## config.mk

```make
export PLATFORM = sky130hd
export DESIGN_NAME = pipelined_add_sub_flat
export DESIGN_NICKNAME = d
export VERILOG_FILES = /design/src/rtl/pipelined_add_sub_pkg.sv /design/src/rtl/pipelined_add_sub_if.sv /design/src/rtl/add_chunk_stage.sv /design/src/rtl/pipelined_add_sub.sv /design/src/flat_wrapper.sv
export SDC_FILE = /design/constraint.sdc
export NUM_CORES = 1
export LEC_CHECK = 0
export ABC_AREA = 1
export CAP_MARGIN = 20
export CORE_MARGIN = 4
export CORE_UTILIZATION = 45
export CTS_BUF_LIST = sky130_fd_sc_hd__clkbuf_4
export CTS_CLUSTER_SIZE = 25
export DETAILED_ROUTE_END_ITERATION = 8
export PLACE_DENSITY = 0.67
export SYNTH_ARGS = -nofsm -noshare
export SYNTH_HDL_FRONTEND = slang
export SYNTH_SLANG_ARGS = --single-unit
export TNS_END_PERCENT = 50
```

## constraint.sdc

```tcl
create_clock -name clk -period 4.3 [get_ports clk]
set_input_delay 1.29 -clock clk [delete_from_list [all_inputs] [get_ports clk]]
set_output_delay 1.29 -clock clk [all_outputs]
set_load 0.01 [all_outputs]
```

## src/rtl/pipelined_add_sub_pkg.sv

```systemverilog
// Shared definitions for the pipelined adder/subtractor: mode encoding and split helpers.
// Latency: none (types and constant functions only).
// Backpressure: not applicable.
package pipelined_add_sub_pkg;

    typedef enum logic {
        MODE_ADD = 1'b0,
        MODE_SUB = 1'b1
    } mode_e;

    // Operands are cut into equal chunks, so the width has to divide evenly.
    function automatic bit split_ok(input int width, input int stages);
        return (stages > 0) && (width >= stages) && ((width % stages) == 0);
    endfunction

    // Subtraction is A + ~B + 1, so the stage 0 carry replaces carry_in.
    function automatic logic chunk0_cin(input mode_e mode, input logic carry_in);
        return (mode == MODE_SUB) ? 1'b1 : carry_in;
    endfunction

endpackage

```

## src/rtl/pipelined_add_sub_if.sv

```systemverilog
// Operand/result handshake bundle between producers, the adder pipeline and consumers.
// Latency: none (wires only).
// Backpressure: in_ready/out_ready carry the valid-ready flow control in each direction.
interface pipelined_add_sub_if #(
    parameter int WIDTH = 16
);
    logic             in_valid;
    logic             in_ready;
    logic [WIDTH-1:0] input_a;
    logic [WIDTH-1:0] input_b;
    logic             carry_in;
    logic             sub;
    logic             out_valid;
    logic             out_ready;
    logic [WIDTH-1:0] sum;
    logic             carry_out;
    logic             overflow;

    modport master (
        output in_valid, input_a, input_b, carry_in, sub, out_ready,
        input  in_ready, out_valid, sum, carry_out, overflow
    );

    modport slave (
        input  in_valid, input_a, input_b, carry_in, sub, out_ready,
        output in_ready, out_valid, sum, carry_out, overflow
    );
endinterface

```

## src/rtl/add_chunk_stage.sv

```systemverilog
// One CHUNK-bit slice of the ripple pipeline: chunk add plus registered sum, carry and valid.
// Latency: 1 cycle.
// Backpressure: all registers hold while en is low.
module add_chunk_stage #(
    parameter int CHUNK = 4
) (
    input  logic             clk,
    input  logic             rst,
    input  logic             en,
    input  logic             in_vld,
    input  logic [CHUNK-1:0] a_dat,
    input  logic [CHUNK-1:0] b_dat,
    input  logic             cin,
    output logic             vld,
    output logic [CHUNK-1:0] sum_dat,
    output logic             cout,
    output logic             ovf
);
    logic [CHUNK:0] full;
    logic           c_msb;

    // Carry into the chunk MSB recovered from the sum bit, so CHUNK=1 needs no special case.
    always_comb begin
        full  = {1'b0, a_dat} + {1'b0, b_dat} + {{CHUNK{1'b0}}, cin};
        c_msb = a_dat[CHUNK-1] ^ b_dat[CHUNK-1] ^ full[CHUNK-1];
    end

    always_ff @(posedge clk or posedge rst) begin
        if (rst) begin
            vld     <= 1'b0;
            sum_dat <= '0;
            cout    <= 1'b0;
            ovf     <= 1'b0;
        end else if (en) begin
            vld     <= in_vld;
            sum_dat <= full[CHUNK-1:0];
            cout    <= full[CHUNK];
            ovf     <= c_msb ^ full[CHUNK];
        end
    end
endmodule

```

## src/rtl/pipelined_add_sub.sv

```systemverilog
// WIDTH-bit add/subtract resolved one CHUNK per stage with registered carries between stages.
// Latency: STAGES cycles, plus one per stall cycle; one op per cycle at steady state.
// Backpressure: a stalled output holds every stage and drops in_ready in the same cycle.
module pipelined_add_sub
    import pipelined_add_sub_pkg::*;
#(
    parameter int WIDTH  = 16,
    parameter int STAGES = 4
) (
    input logic                clk,
    input logic                rst,
    pipelined_add_sub_if.slave bus
);
    localparam int CHUNK = WIDTH / STAGES;

    if (!split_ok(WIDTH, STAGES)) begin : g_bad_split
        $error("pipelined_add_sub: WIDTH (%0d) must split evenly into STAGES (%0d)", WIDTH, STAGES);
    end

    mode_e            mode;
    logic [WIDTH-1:0] b_eff;
    logic             cin0;
    logic             stall;
    logic             adv;

    assign mode  = mode_e'(bus.sub);
    assign b_eff = (mode == MODE_SUB) ? ~bus.input_b : bus.input_b;
    assign cin0  = chunk0_cin(mode, bus.carry_in);

    for (genvar k = 0; k < STAGES; k++) begin : g_stg
        localparam int LO = k * CHUNK;

        // a_op/b_op: operand chunks k..STAGES-1 seen by this stage; res: result chunks 0..k.
        logic [WIDTH-1:LO]     a_op;
        logic [WIDTH-1:LO]     b_op;
        logic [LO+CHUNK-1:0]   res;
        logic [CHUNK-1:0]      chunk;
        logic                  s_cin;
        logic                  s_vld_in;
        logic                  vld;
        logic                  cout;
        logic                  ovf;

        if (k == 0) begin : g_head
            assign a_op     = bus.input_a;
            assign b_op     = b_eff;
            assign s_cin    = cin0;
            assign s_vld_in = bus.in_valid;
            assign res      = chunk;
        end else begin : g_body
            logic [WIDTH-1:LO] a_skw;
            logic [WIDTH-1:LO] b_skw;
            logic [LO-1:0]     dsk;

            // Skew/deskew move in lockstep with the stage registers so an op stays aligned.
            always_ff @(posedge clk or posedge rst) begin
                if (rst) begin
                    a_skw <= '0;
                    b_skw <= '0;
                    dsk   <= '0;
                end else if (adv) begin
                    a_skw <= g_stg[k-1].a_op[WIDTH-1:LO];
                    b_skw <= g_stg[k-1].b_op[WIDTH-1:LO];
                    dsk   <= g_stg[k-1].res;
                end
            end

            assign a_op     = a_skw;
            assign b_op     = b_skw;
            assign s_cin    = g_stg[k-1].cout;
            assign s_vld_in = g_stg[k-1].vld;
            assign res      = {chunk, dsk};
        end

        add_chunk_stage #(
            .CHUNK (CHUNK)
        ) u_stage (
            .clk     (clk),
            .rst     (rst),
            .en      (adv),
            .in_vld  (s_vld_in),
            .a_dat   (a_op[LO +: CHUNK]),
            .b_dat   (b_op[LO +: CHUNK]),
            .cin     (s_cin),
            .vld     (vld),
            .sum_dat (chunk),
            .cout    (cout),
            .ovf     (ovf)
        );
    end

    // Only the last stage can be blocked, so its valid alone decides the stall.
    assign stall         = g_stg[STAGES-1].vld & ~bus.out_ready;
    assign adv           = ~stall;
    assign bus.in_ready  = ~stall;
    assign bus.out_valid = g_stg[STAGES-1].vld;
    assign bus.sum       = g_stg[STAGES-1].res;
    assign bus.carry_out = g_stg[STAGES-1].cout;
    assign bus.overflow  = g_stg[STAGES-1].ovf;
endmodule

```

## src/flat_wrapper.sv

```systemverilog
// flat-port wrapper written by rule: the top's interface ports become plain ports
module pipelined_add_sub_flat import pipelined_add_sub_pkg::*;
#(
    parameter int WIDTH  = 16,
    parameter int STAGES = 4
)
  (clk, rst, bus_in_valid, bus_input_a, bus_input_b, bus_carry_in, bus_sub, bus_out_ready, bus_in_ready, bus_out_valid, bus_sum, bus_carry_out, bus_overflow);
  pipelined_add_sub_if #(.WIDTH(WIDTH)) bus_i ();
  input logic clk;
  input logic rst;
  input wire logic [$bits(bus_i.in_valid)-1:0] bus_in_valid;
  input wire logic [$bits(bus_i.input_a)-1:0] bus_input_a;
  input wire logic [$bits(bus_i.input_b)-1:0] bus_input_b;
  input wire logic [$bits(bus_i.carry_in)-1:0] bus_carry_in;
  input wire logic [$bits(bus_i.sub)-1:0] bus_sub;
  input wire logic [$bits(bus_i.out_ready)-1:0] bus_out_ready;
  output wire logic [$bits(bus_i.in_ready)-1:0] bus_in_ready;
  output wire logic [$bits(bus_i.out_valid)-1:0] bus_out_valid;
  output wire logic [$bits(bus_i.sum)-1:0] bus_sum;
  output wire logic [$bits(bus_i.carry_out)-1:0] bus_carry_out;
  output wire logic [$bits(bus_i.overflow)-1:0] bus_overflow;
  assign bus_i.in_valid = bus_in_valid;
  assign bus_i.input_a = bus_input_a;
  assign bus_i.input_b = bus_input_b;
  assign bus_i.carry_in = bus_carry_in;
  assign bus_i.sub = bus_sub;
  assign bus_i.out_ready = bus_out_ready;
  assign bus_in_ready = bus_i.in_ready;
  assign bus_out_valid = bus_i.out_valid;
  assign bus_sum = bus_i.sum;
  assign bus_carry_out = bus_i.carry_out;
  assign bus_overflow = bus_i.overflow;
  pipelined_add_sub #(.WIDTH(WIDTH), .STAGES(STAGES)) u_core (.clk(clk), .rst(rst), .bus(bus_i));
endmodule
```

* Word-level counts from Yosys, hierarchy flattened
Index checks and enable logic that the tools add are counted. W data, S select, Z words.
Storage, ports and cells: register bits 97, bits of input ports 38, output and inout bits 20, logic and storage cells 39
Cells by class: add/sub/neg operators 8, muxes and demuxes 2, bitwise logic cells 7
Operator list (count):
- $add A4 B4 Y5 | 4
- $add A5 B1 Y5 | 4
- $mux W16 | 1
- $not A16 Y16 | 1
- $xor A1 B1 Y1 | 3
- $not A1 Y1 | 2
- $and A1 B1 Y1 | 1
- $mux W1 | 1

* Depth between registers and ports, before layout
Gate-level depths: netlist of run 1.
word-level depth 4, depth in mapped cells 10, mapped depth without buffers 8

* Hierarchy
From an unflattened synthesis of run 1, not the netlist that was laid out.
Second synthesis, totals: cell total of the unflattened synthesis 577, area, all modules 4732.0 µm²
Modules (own cells, without submodules):
- pipelined_add_sub | instances 1, cells an instance 341, area an instance 2920.3 µm², sequential area each 1801.7 µm²
- add_chunk_stage at u_core.g_stg[0].u_stage ... | instances 2, cells an instance 59, area an instance 456.7 µm², sequential area each 175.2 µm²
- add_chunk_stage at u_core.g_stg[1].u_stage ... | instances 2, cells an instance 59, area an instance 449.2 µm², sequential area each 175.2 µm²

* Least setup slack after synthesis of run 1
OpenSTA, ideal clock, no wires.
path type input port to output port, from input bus_out_ready, to output bus_in_ready, arrival 1.723 ns, data required time 3.010 ns, path slack 1.287 ns, stages 4, path buffers 2, cell sequence nor2_4 > inv_2 > buf_6 > buf_6
On the way: word-level cells in the longest chain between the ends 3
Ends and longest elaborated chain:
- start: declaration | line flat_wrapper.sv:16 | input wire logic [$bits(bus_i.out_ready)-1:0] bus_out_ready;
- $not A1 Y1 | line pipelined_add_sub.sv:93 | assign stall = g_stg[STAGES-1].vld & ~bus.out_ready;
- $and A1 B1 Y1 | line pipelined_add_sub.sv:93
- $not A1 Y1
- end: declaration | line flat_wrapper.sv:17 | output wire logic [$bits(bus_i.in_ready)-1:0] bus_in_ready;
Every way passes these cells.

* Worst setup path in the final report of run 1
Same ends and word-level chain as after synthesis.

==> results of run 1 <==
layout by cell type, fill, tap and decap left out, types with 2 or more instances in the layout:
cell and count:
nand2_1 197, dfrtp_1 97, clkdlybuf4s50_1 57, o21ai_0 46
inv_1 34, nand3_1 14, xnor2_1 13, ha_1 12
nor2_1 11, clkbuf_4 9, fa_1 8, o21ai_2 7
a21oi_1 6, xor2_1 4, inv_6 3, buf_4 3
clkinvlp_4 2
metal layers:
layer	vias up	routed length, um	track usage [%]	part of all wire, %
met3	8	387	3.12	4.8
li1	1599	-	-	-
met5	-	0	0	0
met1	1427	4050	21.9	50
met4	0	95	5.84	1.2
met2	66	3520	22.9	44
worst max path at each step:
stage | to
final | bus_in_ready
after global routing | bus_in_ready
after CTS | bus_in_ready
after detailed placement | bus_in_ready
after global placement | bus_in_ready
after floorplan | u_core.g_stg[0].u_stage.cout
cells by family after synthesis:
family | synth area share [%]
AO/OA/AOI/OAI | 7.53
XOR/XNOR | 3.36
adder cells (fa/ha/maj) | 6.99
buffers and inverters | 7.67
flip-flops | 54.7
AND/OR/NAND/NOR | 19.7
critical path, stage by stage:
cell and delay, ps:
clkdlybuf4s50_1 500, nor2_4 50, inv_2 50, clkdlybuf4s50_1 530
layout make-up:
| type | instances | area [um2] | share of cell area (%) |
|---|---|---|---|
| clock buffers | 9 | 67.6 | 1.31 |
| well taps | 129 | 161 | 3.13 |
| flip-flops and latches | 97 | 2430 | 47.1 |
| clock inverters | 7 | 76.3 | 1.48 |
| multi-input cells | 323 | 1670 | 32.4 |
| repair buffers | 61 | 613 | 11.9 |
| inverters | 36 | 138 | 2.67 |
power by group:
group	internal, mW	switching [mW]	total (mW)
clock	0.182	0.317	0.499
sequential	1.31	0.214	1.52
combinational	0.587	0.758	1.34
state kept, by name, summed over array words and instances (netlist names):
name / flops
u_core.g_stg.u_stage.ovf: 1
u_core.g_stg.a_op: 24
u_core.g_stg.g_body.dsk: 24
u_core.g_stg.u_stage.vld: 4
u_core.g_stg.b_op: 24
u_core.g_stg.u_stage.sum_dat: 16
u_core.g_stg.u_stage.cout: 4
through the flow:
stage | hold WS [ps] | utilization [%] | instance area [um2] | setup slack, ps
2_1_floorplan | 419 | - | 4440 | 476
3_3_place_gp | 445 | 53.2 | 5010 | 600
3_5_place_dp | 447 | 53.2 | 5010 | 585
4_1_cts | 491 | 54.7 | 5150 | 585
5_1_grt | 517 | 54.7 | 5150 | 528
6_report | 487 | 54.7 | 5150 | 595
==> flow_metrics.py, run 1 <==
metrics = {
    "status": {
        "status": "completed",
    },
    "synthesis": {
        "syn_avg_cell_area_um2": 9.26,
        "yosysMostFrequentCell": "nand2_1",
        "syn_inst": 479,
        "synth_fp_nets": 537,
        "synth-edff-count": 0,
        "synth_top_area_share_pct": 54.7,
        "synth_cell_types": 23,
        "synthArstFlopShare_pct": 100,
        "ys_seq_area_share_pct": 54.7,
        "ys_warn_count": 0,
        "synth_area_um2": 4440,
        "ys_top_cells_by_area": "dfrtp_1, nand2_1, o21ai_0",
        "synth-seq-cells": 97,
        "synthTopCellsByCount": "nand2_1, dfrtp_1, o21ai_0, inv_1, nand3_1",
        "yosysTopAreaCell": "dfrtp_1",
        "ys.flop_type": "dfrtp_1",
    },
    "setup_path": {
        "reg2reg_from": "u_core.g_stg[2].u_stage.cout",
        "reg2reg_slack_ps": 2440,
        "reg2reg_to": "u_core.g_stg[3].u_stage.ovf",
        "cp_max_fo": 2,
        "start_kind": "input port",
        "critPathKind": "input port to primary output",
        "required_ps": 3010,
        "cp-end-kind": "primary output",
        "cp.arrival_ps": 2420,
        "ff2ff_path_depth": 8,
        "crit_start": "bus_out_ready",
    },
    "clock_network": {
        "cts_root_buf": "clkbuf_4",
        "tritoncts": "built",
        "cts_resized": 0,
        "post-cts-setup-buffer-count": 0,
        "ctsHoldBuffers": 0,
        "cts_max_path_buffers": 2,
        "clkTransAtPathRegs_ps": 160,
        "clk-insertion-delay-late_ps": 450,
        "htreeDepth": 3,
        "cts_buffers": 9,
        "clkSinkCount": 97,
    },
    "timing": {
        "period_minus_slack_ps": 3710,
        "fin_skew_ps": 19.6,
        "max_freq_mhz": 270,
        "finalHoldViolations": 0,
        "rsz0062_at_grt": "no",
        "fin_crit_sh_pct": 86.2,
        "slew_viol_final": 0,
        "worst_slew_pin_slew_ps": 983,
        "slew_headroom_pct": 34.5,
        "setup_viol_count_final": 0,
        "fin_setup_tns_ps": 0,
    },
    "floorplanning": {
        "placementRows": 35,
        "die_x_um": 107,
        "core_area_um2": 9420,
        "boundaryPins": 58,
        "die_area_um2": 11500,
        "start_util_pct": 47.1,
        "chipHeight_um": 107,
    },
    "global_route": {
        "grt_start_max_net_pins": 112,
        "grt_pass1_vias": 3022,
        "grtUsageTotal_pct": 15.3,
        "overflow": 0,
        "grt_pass1_wl_um": 14200,
        "antenna_found_initial": 0,
    },
    "min_path": {
        "min_to": "u_core.g_stg[1].u_stage.vld",
        "hp-class": "register to register",
        "min_from": "u_core.g_stg[0].u_stage.vld",
        "whs_path_depth": 2,
    },
    "cells_and_area": {
        "fill_cells": 896,
        "instances_no_fill": 662,
        "drive_above_1_share_pct": 5.82,
        "syn2layout_area_growth_pct": 16.1,
        "nNetsFinal": 586,
        "n_antenna_cell": 0,
    },
    "detailed_routing": {
        "ant_nets": 0,
        "wl_um": 8060,
        "vias": 3100,
        "drtIter0Drc": 164,
        "drc": 0,
        "dr.pass1.iters": 4,
        "routedWlPerCell_um": 12.2,
        "avgViaCountPerCell": 4.68,
    },
    "power": {
        "power_leakage_nw": 2.53,
        "power.density_nw_per_um2": 654,
        "power.total_mw": 3.37,
        "vdd_drop_max_v": 0.000332,
    },
    "flow_run": {
        "drv_cap": 0,
    },
    "placed_design": {
        "place_hpwl_um": 5330,
        "placedCellCount": 646,
        "io_buffer_count": 57,
        "gp_congestion": 0.785,
    },
}
Power figures use the tool's default switching activity.
==> inputs of run 2 (changes only) <==
Settings changed: CORE_MARGIN 4 to 8.
==> run 2 against run 1 <==
Sequential share of layout area up 0.10 points. Final cell count rose by 0.60%. Critical endpoint unchanged. Sequential power is essentially flat. Critical path depth stayed put. First-iteration DRC count is 32% higher. Non-clock buffer count up 1. Global-route usage fell by 2.4 points. Maximum frequency down 0.15%. Worst hold slack got worse by 6.2 ps.
==> flow_metrics.py, run 2 (synthesized netlist as in run 1, its figures left out) <==
metrics = {
    "placed_design": {
        "place_hpwl_um": 5420,
        "io_buffer_count": 57,
        "place_area_um2": 5010,
        "gp_congestion": 0.764,
        "place_ws_ps": 583,
    },
    "cells_and_area": {
        "nNetsFinal": 587,
        "final_cell_mix": "nand2_1, dfrtp_1, clkdlybuf4s50_1",
        "fin_area_um2": 5140,
        "final_common_cell": "nand2_1",
        "syn2layout_area_growth_pct": 15.9,
        "drive_above_1_share_pct": 5.82,
        "n_antenna_cell": 0,
    },
    "clock_network": {
        "cts_max_path_buffers": 2,
        "clkSinkCount": 97,
        "tritoncts": "built",
        "cts_root_buf": "clkbuf_4",
        "ctsHoldBuffers": 0,
        "htreeDepth": 3,
        "cts_buffers": 9,
        "clk-insertion-delay-late_ps": 430,
        "cts_resized": 0,
        "post-cts-setup-buffer-count": 0,
        "clkTransAtPathRegs_ps": 120,
    },
    "timing": {
        "period_minus_slack_ps": 3710,
        "finalHoldViolations": 0,
        "setup_viol_count_final": 0,
        "max_freq_mhz": 269,
        "fin_setup_tns_ps": 0,
        "hold-worst-slack_ps": 481,
        "worst_slew_pin_slew_ps": 975,
        "rsz0062_at_grt": "no",
        "setup_ws_ps": 589,
        "slew_viol_final": 0,
        "fin_crit_sh_pct": 86.3,
        "slew_headroom_pct": 35.0,
        "fin_skew_ps": 19.6,
    },
    "setup_path": {
        "cp_max_fo": 2,
        "reg2reg_to": "u_core.g_stg[3].u_stage.ovf",
        "cp-end-kind": "primary output",
        "ff2ff_path_depth": 8,
        "worstPathCellList": "clkdlybuf4s50_1 -> nor2_4 -> inv_2 -> clkdlybuf4s50_1",
        "reg2reg_slack_ps": 2420,
        "slowest_stage": "clkdlybuf4s50_1",
        "cp_common_cell": "clkdlybuf4s50_1",
        "critPathKind": "input port to primary output",
        "start_kind": "input port",
        "max_stage_delay_ps": 530,
        "reg2reg_from": "u_core.g_stg[2].u_stage.cout",
        "cp.arrival_ps": 2420,
        "required_ps": 3010,
        "crit_start": "bus_out_ready",
    },
    "global_route": {
        "grt_pass1_wl_um": 14000,
        "antenna_found_initial": 0,
        "grt_pass1_vias": 3143,
        "overflow": 0,
        "grtUsageTotal_pct": 12.9,
        "grt_start_max_net_pins": 112,
    },
    "power": {
        "p_sw_mw": 1.25,
        "combPwrFrac_pct": 40.4,
        "power_leakage_nw": 2.52,
        "power.density_nw_per_um2": 648,
        "swShare_pct": 37.7,
        "p_clk_share_pct": 14.0,
        "p_int_mw": 2.08,
        "p_seq_share_pct": 45.7,
        "vdd_drop_max_v": 0.000323,
    },
    "floorplanning": {
        "start_util_pct": 45.8,
        "die_x_um": 115,
        "boundaryPins": 58,
        "placementRows": 36,
        "die_area_um2": 13300,
        "core_area_um2": 9680,
        "chipHeight_um": 115,
    },
    "detailed_routing": {
        "ant_nets": 0,
        "drc": 0,
        "routedWlPerCell_um": 12.0,
        "drtIter0Drc": 217,
        "dr.pass1.iters": 4,
        "avgViaCountPerCell": 4.63,
        "wl_um": 7980,
        "vias": 3081,
    },
    "min_path": {
        "min_to": "u_core.g_stg[2].b_op[11]",
        "hp-class": "register to register",
        "whs_path_depth": 2,
        "min_from": "u_core.g_stg[1].b_op[11]",
    },
    "flow_run": {
        "drv_cap": 0,
    },
    "status": {
        "status": "completed",
    },
}
## run 2: cell types whose count changed in the layout (fill, tap and decap cells not counted)
cell,before,now
inv_6,3,0
buf_4,3,5
buf_12,1,0
clkbuf_4,9,10
clkinvlp_4,2,3
## run 2: power groups by stage
stage               logic [mW]  clock network [mW]  registers (mW)
floorplan                0.963                   0            1.54
global placement          1.32                   0            1.53
detailed placement        1.36                   0            1.55
CTS                       1.37               0.483            1.53
global route              1.55               0.511            1.57
finish                    1.35               0.465            1.52
## run 2: area by class of cell
type | instances | area [um2]
Clock buffer | 10 | 75.1
Inverter | 36 | 138
Tap cell | 133 | 166
Timing Repair Buffer | 62 | 608
Multi-Input combinational cell | 323 | 1670
Sequential cell | 97 | 2430
Fill cell | 914 | 4540
Clock inverter | 5 | 57.6
## run 2: per-layer routing
layer	up-vias	track usage, %	part of all wire [%]
li1	1588	-	-
met2	52	19.7	43
met1	1433	17.0	51
met4	0	4.64	1.3
met5	-	0	0
met3	8	3.78	4.6
## run 2: worst max-delay path by stage
stage / endpoint / slack [ps]
after global routing: bus_in_ready / 550
after detailed placement: bus_in_ready / 580
final: bus_in_ready / 590
after CTS: bus_in_ready / 580
after global placement: bus_in_ready / 590
after floorplan: u_core.g_stg[0].u_stage.cout / 480
## run 2: worst max-delay path: cells and delay by family
family / cells / cell delay [ps]
AND/OR/NAND/NOR: 1 / 50
buffers and inverters: 3 / 1080
## run 2: metrics by stage
step,power [mW],cells,utilization [%]
6_report,3.33,666,53.1
4_1_cts,3.38,666,53.1
2_1_floorplan,2.50,479,-
5_1_grt,3.64,666,53.1
3_3_place_gp,2.85,651,51.7
3_5_place_dp,2.91,651,51.7
